==> src/rtl/spi_seq_pkg.sv <==
// Shared definitions for the SPI frame sequencer: FSM state encoding,
// frame header bytes and default geometry of the image / label frames.
package spi_seq_pkg;

    typedef enum logic [2:0] {
        ST_IDLE     = 3'd0,
        ST_PIX      = 3'd1,
        ST_LBL      = 3'd2,
        ST_START    = 3'd3,
        ST_WAIT_NET = 3'd4,
        ST_DROP     = 3'd5
    } seq_state_t;

    localparam logic [7:0] HDR_PIXEL = 8'h00;
    localparam logic [7:0] HDR_LABEL = 8'h01;

    localparam int DEF_NUM_PIXELS  = 72;
    localparam int DEF_NUM_CLASSES = 10;
    localparam int DEF_ADDR_W      = 7;

endpackage

==> src/rtl/flex_counter.sv <==
// Up-counter with synchronous clear and count enable. It saturates at
// max_val instead of wrapping, so an address generator built on it can never
// step past the last valid location.
module flex_counter #(
    parameter int NUM_CNT_BITS = 4
) (
    input  logic                    clk,
    input  logic                    rst,
    input  logic                    clear,
    input  logic                    count_enable,
    input  logic [NUM_CNT_BITS-1:0] max_val,
    output logic [NUM_CNT_BITS-1:0] count_out,
    output logic                    at_max
);

    logic [NUM_CNT_BITS-1:0] count_reg;

    // Count register: clear has priority, then a saturating increment.
    always_ff @(posedge clk) begin
        if (rst || clear) begin
            count_reg <= '0;
        end else if (count_enable && (count_reg != max_val)) begin
            count_reg <= count_reg + 1'b1;
        end
    end

    assign count_out = count_reg;
    assign at_max    = (count_reg == max_val);

endmodule

==> src/rtl/spi_frame_sequencer.sv <==
// Decodes the SPI byte stream into pixel / label frames, streams pixels into
// the image buffer, launches inference on a complete image and launches the
// cost stage once both an image result and a valid label are available.
// Optional feature macro: SPI_SEQ_CHECKSUM_EN -- pixel frames carry a trailing
// modulo-256 sum byte and inference starts only when it matches.
module spi_frame_sequencer
    import spi_seq_pkg::*;
#(
    parameter int NUM_PIXELS  = DEF_NUM_PIXELS,
    parameter int ADDR_W      = DEF_ADDR_W,
    parameter int NUM_CLASSES = DEF_NUM_CLASSES
) (
    input  logic                   clk,
    input  logic                   rst,
    input  logic                   byte_valid,
    input  logic [7:0]             byte_data,
    input  logic                   frame_abort,
    input  logic                   net_busy,
    input  logic                   net_done,
    output logic                   pix_we,
    output logic [ADDR_W-1:0]      pix_addr,
    output logic [7:0]             pix_data,
    output logic                   start_inference,
    output logic                   calculate_cost,
    output logic [NUM_CLASSES-1:0] expected_label,
    output logic                   overrun,
    output logic                   bad_frame,
    input  logic                   clear_flags
);

    localparam logic [ADDR_W-1:0] LAST_ADDR   = ADDR_W'(NUM_PIXELS - 1);
    localparam logic [7:0]        CLASS_LIMIT = 8'(NUM_CLASSES);

    seq_state_t             state_reg, state_next;
    logic                   infer_active_reg, infer_active_next;
    logic                   img_ready_reg, img_ready_next;
    logic                   lbl_ready_reg, lbl_ready_next;
    logic                   pix_we_reg, pix_we_next;
    logic [ADDR_W-1:0]      pix_addr_reg, pix_addr_next;
    logic [7:0]             pix_data_reg, pix_data_next;
    logic                   start_reg, start_next;
    logic                   cost_reg, cost_next;
    logic [NUM_CLASSES-1:0] label_reg, label_next;
    logic                   overrun_reg, overrun_next;
    logic                   bad_reg, bad_next;
`ifdef SPI_SEQ_CHECKSUM_EN
    logic [7:0]             sum_reg, sum_next;
    logic                   sum_phase_reg, sum_phase_next;
`endif

    logic                   cnt_clear, cnt_en, cnt_at_last;
    logic [ADDR_W-1:0]      cnt;
    logic                   byte_ok, net_running, launch;
    logic                   set_overrun, set_bad, set_img, set_lbl;
    seq_state_t             return_state;
    logic [NUM_CLASSES-1:0] label_onehot;

    // A same-cycle frame_abort discards the byte.
    assign byte_ok      = byte_valid & ~frame_abort;
    // Inference still running after this cycle.
    assign net_running  = infer_active_reg & ~net_done;
    assign return_state = net_running ? ST_WAIT_NET : ST_IDLE;
    assign launch       = img_ready_reg & lbl_ready_reg;

    genvar gi;
    generate
        for (gi = 0; gi < NUM_CLASSES; gi++) begin : g_onehot
            assign label_onehot[gi] = (byte_data == 8'(gi));
        end
    endgenerate

    flex_counter #(
        .NUM_CNT_BITS (ADDR_W)
    ) u_addr_cnt (
        .clk          (clk),
        .rst          (rst),
        .clear        (cnt_clear),
        .count_enable (cnt_en),
        .max_val      (LAST_ADDR),
        .count_out    (cnt),
        .at_max       (cnt_at_last)
    );

    // State and registered outputs.
    always_ff @(posedge clk) begin
        if (rst) begin
            state_reg        <= ST_IDLE;
            infer_active_reg <= 1'b0;
            img_ready_reg    <= 1'b0;
            lbl_ready_reg    <= 1'b0;
            pix_we_reg       <= 1'b0;
            pix_addr_reg     <= '0;
            pix_data_reg     <= '0;
            start_reg        <= 1'b0;
            cost_reg         <= 1'b0;
            label_reg        <= '0;
            overrun_reg      <= 1'b0;
            bad_reg          <= 1'b0;
`ifdef SPI_SEQ_CHECKSUM_EN
            sum_reg          <= '0;
            sum_phase_reg    <= 1'b0;
`endif
        end else begin
            state_reg        <= state_next;
            infer_active_reg <= infer_active_next;
            img_ready_reg    <= img_ready_next;
            lbl_ready_reg    <= lbl_ready_next;
            pix_we_reg       <= pix_we_next;
            pix_addr_reg     <= pix_addr_next;
            pix_data_reg     <= pix_data_next;
            start_reg        <= start_next;
            cost_reg         <= cost_next;
            label_reg        <= label_next;
            overrun_reg      <= overrun_next;
            bad_reg          <= bad_next;
`ifdef SPI_SEQ_CHECKSUM_EN
            sum_reg          <= sum_next;
            sum_phase_reg    <= sum_phase_next;
`endif
        end
    end

    // Next-state decode, buffer write generation and flag bookkeeping.
    always_comb begin
        state_next        = state_reg;
        infer_active_next = infer_active_reg;
        pix_we_next       = 1'b0;
        pix_addr_next     = pix_addr_reg;
        pix_data_next     = pix_data_reg;
        start_next        = 1'b0;
        label_next        = label_reg;
        cnt_clear         = 1'b0;
        cnt_en            = 1'b0;
        set_overrun       = 1'b0;
        set_bad           = 1'b0;
        set_img           = 1'b0;
        set_lbl           = 1'b0;
`ifdef SPI_SEQ_CHECKSUM_EN
        sum_next          = sum_reg;
        sum_phase_next    = sum_phase_reg;
`endif

        // Completion is recorded whatever state the byte decoder is in.
        if (infer_active_reg && net_done) begin
            infer_active_next = 1'b0;
            set_img           = 1'b1;
        end

        case (state_reg)
            ST_IDLE: begin
                if (byte_ok) begin
                    if (byte_data == HDR_PIXEL) begin
                        if (net_busy) begin
                            state_next  = ST_DROP;
                            set_overrun = 1'b1;
                        end else begin
                            state_next = ST_PIX;
                            cnt_clear  = 1'b1;
`ifdef SPI_SEQ_CHECKSUM_EN
                            sum_next       = '0;
                            sum_phase_next = 1'b0;
`endif
                        end
                    end else if (byte_data == HDR_LABEL) begin
                        state_next = ST_LBL;
                    end else begin
                        state_next = ST_DROP;
                        set_bad    = 1'b1;
                    end
                end
            end

            ST_PIX: begin
                if (frame_abort) begin
                    state_next = return_state;
                end else if (byte_valid) begin
`ifdef SPI_SEQ_CHECKSUM_EN
                    if (sum_phase_reg) begin
                        if (byte_data == sum_reg) begin
                            state_next = ST_START;
                        end else begin
                            state_next = ST_IDLE;
                            set_bad    = 1'b1;
                        end
                    end else begin
                        pix_we_next   = 1'b1;
                        pix_addr_next = cnt;
                        pix_data_next = byte_data;
                        cnt_en        = 1'b1;
                        sum_next      = sum_reg + byte_data;
                        if (cnt_at_last) begin
                            sum_phase_next = 1'b1;
                        end
                    end
`else
                    pix_we_next   = 1'b1;
                    pix_addr_next = cnt;
                    pix_data_next = byte_data;
                    cnt_en        = 1'b1;
                    if (cnt_at_last) begin
                        state_next = ST_START;
                    end
`endif
                end
            end

            ST_LBL: begin
                if (frame_abort) begin
                    state_next = return_state;
                end else if (byte_valid) begin
                    if (byte_data < CLASS_LIMIT) begin
                        label_next = label_onehot;
                        set_lbl    = 1'b1;
                    end else begin
                        set_bad = 1'b1;
                    end
                    state_next = return_state;
                end
            end

            // The image is complete, so a trailing abort (SS release) must not
            // cancel the launch.
            ST_START: begin
                start_next        = 1'b1;
                infer_active_next = 1'b1;
                state_next        = ST_WAIT_NET;
            end

            ST_WAIT_NET: begin
                if (frame_abort) begin
                    state_next = return_state;
                end else if (byte_ok) begin
                    if (byte_data == HDR_LABEL) begin
                        state_next = ST_LBL;
                    end else if (byte_data == HDR_PIXEL) begin
                        state_next  = ST_DROP;
                        set_overrun = 1'b1;
                    end else begin
                        state_next = ST_DROP;
                        set_bad    = 1'b1;
                    end
                end else if (!net_running) begin
                    state_next = ST_IDLE;
                end
            end

            ST_DROP: begin
                if (frame_abort) begin
                    state_next = return_state;
                end
            end

            default: begin
                state_next = ST_IDLE;
            end
        endcase

        // Sticky flags: a same-cycle set beats clear_flags.
        overrun_next   = set_overrun | (overrun_reg & ~clear_flags);
        bad_next       = set_bad | (bad_reg & ~clear_flags);
        // Ready flags: a same-cycle set survives the launch clear.
        img_ready_next = set_img | (img_ready_reg & ~launch);
        lbl_ready_next = set_lbl | (lbl_ready_reg & ~launch);
        cost_next      = launch;
    end

    assign pix_we          = pix_we_reg;
    assign pix_addr        = pix_addr_reg;
    assign pix_data        = pix_data_reg;
    assign start_inference = start_reg;
    assign calculate_cost  = cost_reg;
    assign expected_label  = label_reg;
    assign overrun         = overrun_reg;
    assign bad_frame       = bad_reg;

endmodule
==> config.mk <==
export PLATFORM = sky130hd
export DESIGN_NAME = spi_frame_sequencer
export DESIGN_NICKNAME = d
export VERILOG_FILES = /design/src/rtl/spi_seq_pkg.sv /design/src/rtl/flex_counter.sv /design/src/rtl/spi_frame_sequencer.sv
export SDC_FILE = /design/constraint.sdc
export NUM_CORES = 1
export LEC_CHECK = 0
export ABC_AREA = 1
export BUFFER_PORTS_ARGS = -buffer_cell sky130_fd_sc_hd__buf_4
export CORE_ASPECT_RATIO = 0.9
export CORE_MARGIN = 2
export CORE_UTILIZATION = 37
export DETAILED_ROUTE_END_ITERATION = 7
export SKIP_CTS_REPAIR_TIMING = 1
export SLEW_MARGIN = 25
export SYNTH_ARGS = -nofsm -noshare
export SYNTH_HDL_FRONTEND = slang
export SYNTH_SLANG_ARGS = --single-unit
==> constraint.sdc <==
create_clock -name clk -period 1.8 [get_ports clk]
set_input_delay 0.27 -clock clk [delete_from_list [all_inputs] [get_ports clk]]
set_output_delay 0.27 -clock clk [all_outputs]
set_load 0.01 [all_outputs]
Word-level counts from Yosys, hierarchy flattened. Index checks and enable logic that the tools add are counted.

Register bits after elaboration: 43. Input bits: 15. Output and inout bits: 30. Word-level logic and storage cells: 110.

Add/sub/neg operators: 1. Magnitude comparators: 1. Equality and inequality tests: 22. Multiplexer cells: 49. Bitwise logic cells: 15. Reduce and logical (&&, ||, !) cells: 9.

Operators by type and width (number): $mux W3 (14); $eq A8 B3 Y1 const B (4); $mux W1 (32); $pmux W3 S6 (1); $eq A8 B2 Y1 const B (2); $eq A8 B4 Y1 const B (2); $ne A3 B3 Y1 const B (3); $eq A8 B1 Y1 const B (1); $logic_not A8 Y1 (1); $lt A8 B4 Y1 const B (1); $add A7 B1 Y7 const B (1); $and A1 B1 Y1 (7); $eq A7 B7 Y1 const B (1); $ne A7 B7 Y1 const B (1); $eq A3 B2 Y1 const B (2); $eq A3 B3 Y1 const B (2); $reduce_and A6 Y1 (1); $ne A2 B2 Y1 const B (2); $ne A4 B4 Y1 const B (1); $not A1 Y1 (4); $or A1 B1 Y1 (4); $reduce_and A4 Y1 (1); $eq A3 B1 Y1 const B (1); $logic_not A3 Y1 (1); 6 further kinds (7).

Logic depth before layout (Yosys ltp).
Depth in word-level cells: 7. Mapped depth: 10.

Modules after synthesis. A second synthesis with hierarchy kept.

Cell total of the unflattened synthesis: 303. Area, all modules: 2155.8 um2.

Modules (own cells, without submodules): spi_frame_sequencer (times used 1, cells each 226, area an instance 1659.1 um2, seq. area each 720.7 um2); flex_counter (times used 1, cells each 77, area an instance 496.7 um2, seq. area each 140.1 um2).

Worst setup path after synthesis. No wires, ideal clock.

Path kind: register -> register. From: reg u_addr_cnt.count_reg[0] (netlist: u_addr_cnt.count_out[0]). To: reg u_addr_cnt.count_reg[2] (netlist: u_addr_cnt.count_out[2]). Data arrival time: 1.210 ns. Required time: 1.672 ns. Path slack: 0.462 ns. Cell stages (with the launch flop): 10. Buffers on the path: 0. Path through: dfxtp_1 > ha_1 > nand2_1 > inv_1 > nand4_1 > nand2_4 > inv_2 > nand2_1 > xor2_1 > nor2_1.

Longest elaborated chain between the ends: 2. Elaborated cells between the ends (all ways): 3.

Ends and longest elaborated chain: from (decl) (line flex_counter.sv:16) `logic [NUM_CNT_BITS-1:0] count_reg;`; from (signal assigned) (line flex_counter.sv:23) `count_reg <= count_reg + 1'b1;`; branches (longest 2 deep; another with $add A7 B1 Y7).

Parallel ways; which one is timed is not known. A chain may end at the register's enable or synchronous reset.

Worst setup path in the final report.
From: reg u_addr_cnt.count_reg[0] (netlist: u_addr_cnt.count_out[0]). To: reg state_reg[0].

Longest elaborated chain between the ends: 3.

Ends and longest elaborated chain: $eq A7 B7 Y1 (line flex_counter.sv:28) `assign at_max = (count_reg == max_val);`; $ne A3 B3 Y1 (no line); $reduce_and A6 Y1 (no line); to (signal assigned) (line spi_frame_sequencer.sv:104) `state_reg <= state_next;`; to (decl) (line spi_frame_sequencer.sv:34) `seq_state_t state_reg, state_next;`.

Every way passes these cells.

==> parameters.txt <==
Parameter                              Value

Run status
  Status ... finished clean

Synth
  Leading cell type by number of instances after synthesis ... sky130_fd_sc_hd__nor2_1
  Largest area contributor in the synthesized netlist ... sky130_fd_sc_hd__dfxtp_1
  Cells after Synth ... 264
  Most frequently used flop master after synthesis ... sky130_fd_sc_hd__dfxtp_1
  Leading post-synthesis cells by cell area ... sky130_fd_sc_hd__dfxtp_1 43%, sky130_fd_sc_hd__nor2_1 8.5%, sky130_fd_sc_hd__nand2_1 7.2%
  Distinct cell type count after synthesis ... 33
  Netlist area before placement ... 1990 um2
  Commonest cells in the netlist ... 45 x sky130_fd_sc_hd__nor2_1, 43 x sky130_fd_sc_hd__dfxtp_1, 38 x sky130_fd_sc_hd__nand2_1
  Synth Net Count ... 280
  Syn. warnings ... 0
  Ys async rst share ... 0
  Sequential fraction of the synthesis area ... 0.433
  Number of enable flip-flop cells after synthesis ... 0
  Top cell type's share of synthesized area ... 0.433
  Avg Inst Size Synth ... 7.54 um2
  Number of synthesized register bits ... 43

STA
  Relative max-transition margin ... 0.757
  Final worst path period share ... 0.850
  Upper clock frequency limit ... 654 MHz
  Post-layout minimum cycle time ... 1.53 ns
  RSZ-0062 raised after global routing ... false
  Setup tns final ... 0 ns
  Number of max-slew violations in the final report ... 0
  Largest clock skew in the final design ... 0.00587 ns
  Total of endpoints with negative setup slack in the final report ... 0
  Slew at the pin closest to its max-slew limit ... 0.365 ns
  Final hold violation count ... 0

Worst setup path
  Logic depth of the worst register-to-register path ... 9
  Crit path largest cell delay ... 0.40 ns
  Critical path data required time ... 2.03 ns
  Classification of the worst setup path ... register to register
  Cell count along the critical path ... 9
  Top Family by Delay on Critical Path ... simple AND/OR/NAND/NOR gates
  Arrival time of data at the critical path endpoint ... 1.76 ns
  CP Buf/Inv Count ... 1
  Kind of start point of the critical path ... register
  Cell repeated most along the worst path ... sky130_fd_sc_hd__nand2_1
  Critical-path top delay cell ... sky130_fd_sc_hd__dfxtp_1
  Largest fanout of any net on the critical path ... 4
  Worst Setup End Kind ... register
  Series of cell instances along the critical path ... ha_1 -> nand2_1 -> inv_1 -> nand4_1 -> nand2_1 -> nand3_1 -> nor2_2 -> nand2_1 -> a21oi_1

Finish
  Storage element area ... roughly 860 um2
  Inserted Diodes ... 0
  Syn-to-layout area delta ... 24.3%
  Fraction of layout instances using a drive strength above 1 ... 0.266
  Finished layout cell area ... ~2500 um2
  Net count reported at finish ... ~330
  Filler Cell Count ... 567
  Max FFs per register ... 10
  Multi-input gate area ... 971 um2
  Post-Layout Cell Count ... between 300 and 400

Pwr
  Ratio of total power to cell area ... 952 nW/um2
  Leakage ... 1.10 nW
  Overall Power ... 2.35 mW
  Maximum resistive drop on vdd ... between 0.4 and 0.5 mV

Placement
  Gp weighted congestion ... 0.867
  Placed Instance Area ... 2390 um2
  Placed wire-length estimate after detailed placement ... 3270 um
  Cell total after placement ... 371
  Number of port buffers ... 44

Clock network
  Number of H-tree branching levels ... 2
  Clock root cell ... sky130_fd_sc_hd__clkbuf_8
  Reg clk slew, reported paths ... 0.08 ns
  Number of buffers added by the clock tree synthesis step ... 5
  CTS max path bufs ... 2
  Clock insertion delay at the later pin of the skew report ... 0.30 ns
  TritonCTS clock tree ... done
  CTS sink count ... 43

GRT
  Number of antenna violations at the first check in global routing ... 0
  Via count of the first global-routing pass ... 1654
  Pin count of the biggest net entering global routing ... 24
  GRT Resource Usage Total ... 0.164
  Total grt overflow ... 0
  Global-route wire length before repair ... 7470 um

Detailed routing
  Final routed wirelength across all metal layers ... 4320 um
  Total DRC errors in the routed layout ... 0
  Drt wl/cell ... 11.4 um
  Count of routing violations after the opening detailed-route iteration ... 77
  Number of detailed-route iterations in the first pass ... 4
  Total via count in the routed design ... ~1800
  Vias/cell ... 4.64
  Count of antenna-violating nets left after detailed routing ... 0

Die
  Die W ... 81.3 um
  I/O pin count ... 45
  Starting utilization of the core area ... 0.381
  DIE HEIGHT ... 73.6 um
  Die Footprint ... 5980 um2
  Number of placement rows ... 25
  Area inside the core boundary ... 5220 um2

Worst hold path
  Path class of the lowest-slack min-delay path ... primary input to register
  Min-Delay Path Depth ... 3

Flow run
  Max-cap violation count ... 0
## logic make-up after synthesis
family,count (synthesis),share of synthesized area
flip-flops,43,0.433
buffers and inverters,39,0.0792
AO/OA/AOI/OAI,55,0.162
adder cells (fa/ha/maj),1,0.00629
AND/OR/NAND/NOR,121,0.297
XOR/XNOR,5,0.0220
## worst min-delay path: stages
cell and delay [ns]:
sky130_fd_sc_hd__buf_4 0.08, sky130_fd_sc_hd__inv_1 0.04, sky130_fd_sc_hd__a21oi_1 0.10
## final timing paths
check | from | to | slack (ns)
worst min register to register | lbl_ready_reg$_SDFF_PP0_ | calculate_cost$_SDFF_PP0_ | 0.43
worst max-delay path | u_addr_cnt.count_out[0]$_SDFFE_PP0P_ | state_reg[0]$_SDFFE_PP0P_ | 0.27
worst min-delay path | byte_data[6] | pix_data[6]$_SDFFE_PP0P_ | 0.22
worst max register to register | u_addr_cnt.count_out[0]$_SDFFE_PP0P_ | state_reg[0]$_SDFFE_PP0P_ | 0.27
## metrics by stage
step	setup WS, ns	hold WS [ns]	util
final	0.270	0.224	0.474
after global routing	0.0643	0.243	0.474
after CTS	0.246	0.216	0.474
after detailed placement	0.210	0.420	0.457
after global placement	0.263	0.420	0.457
after floorplan	0.462	0.410	-
## layer usage
layer	wire length, um	GRT usage	vias up
met4	59	0.0508	0
met5	0	0	-
met3	212	0.0528	5
met1	2050	0.209	771
met2	2000	0.264	36
li1	-	-	947
## report_power, final
| part | internal [mW] | switching, mW |
|---|---|---|
| Clock | 0.271 | 0.341 |
| Sequential | 1.02 | 0.0517 |
| Combinational | 0.256 | 0.414 |
| Total | 1.55 | 0.806 |
## placed cells by master (no fill, tap or decap), types with 3 or more instances in the layout
cell,Yosys,routed
sky130_fd_sc_hd__buf_4,0,47
sky130_fd_sc_hd__nor2_1,45,45
sky130_fd_sc_hd__dfxtp_1,43,43
sky130_fd_sc_hd__nand2_1,38,38
sky130_fd_sc_hd__a21oi_1,25,25
sky130_fd_sc_hd__inv_1,24,24
sky130_fd_sc_hd__o21ai_0,16,16
sky130_fd_sc_hd__nand3_1,13,13
sky130_fd_sc_hd__inv_2,8,8
sky130_fd_sc_hd__nor2_2,6,6
sky130_fd_sc_hd__xor2_1,5,5
sky130_fd_sc_hd__clkbuf_8,0,5
sky130_fd_sc_hd__nand4_1,4,4
sky130_fd_sc_hd__o21ai_1,4,4
sky130_fd_sc_hd__nor3_2,3,3
## layout make-up
cell class,instances,share of cell area
clock buffers,6,0.0293
repair buffers,47,0.143
inverters,32,0.0486
multi-input cells,182,0.393
well taps,67,0.0339
clock inverters,2,0.00506
flip-flops and latches,43,0.348
Note: power is estimated with default switching activity, not from simulation.
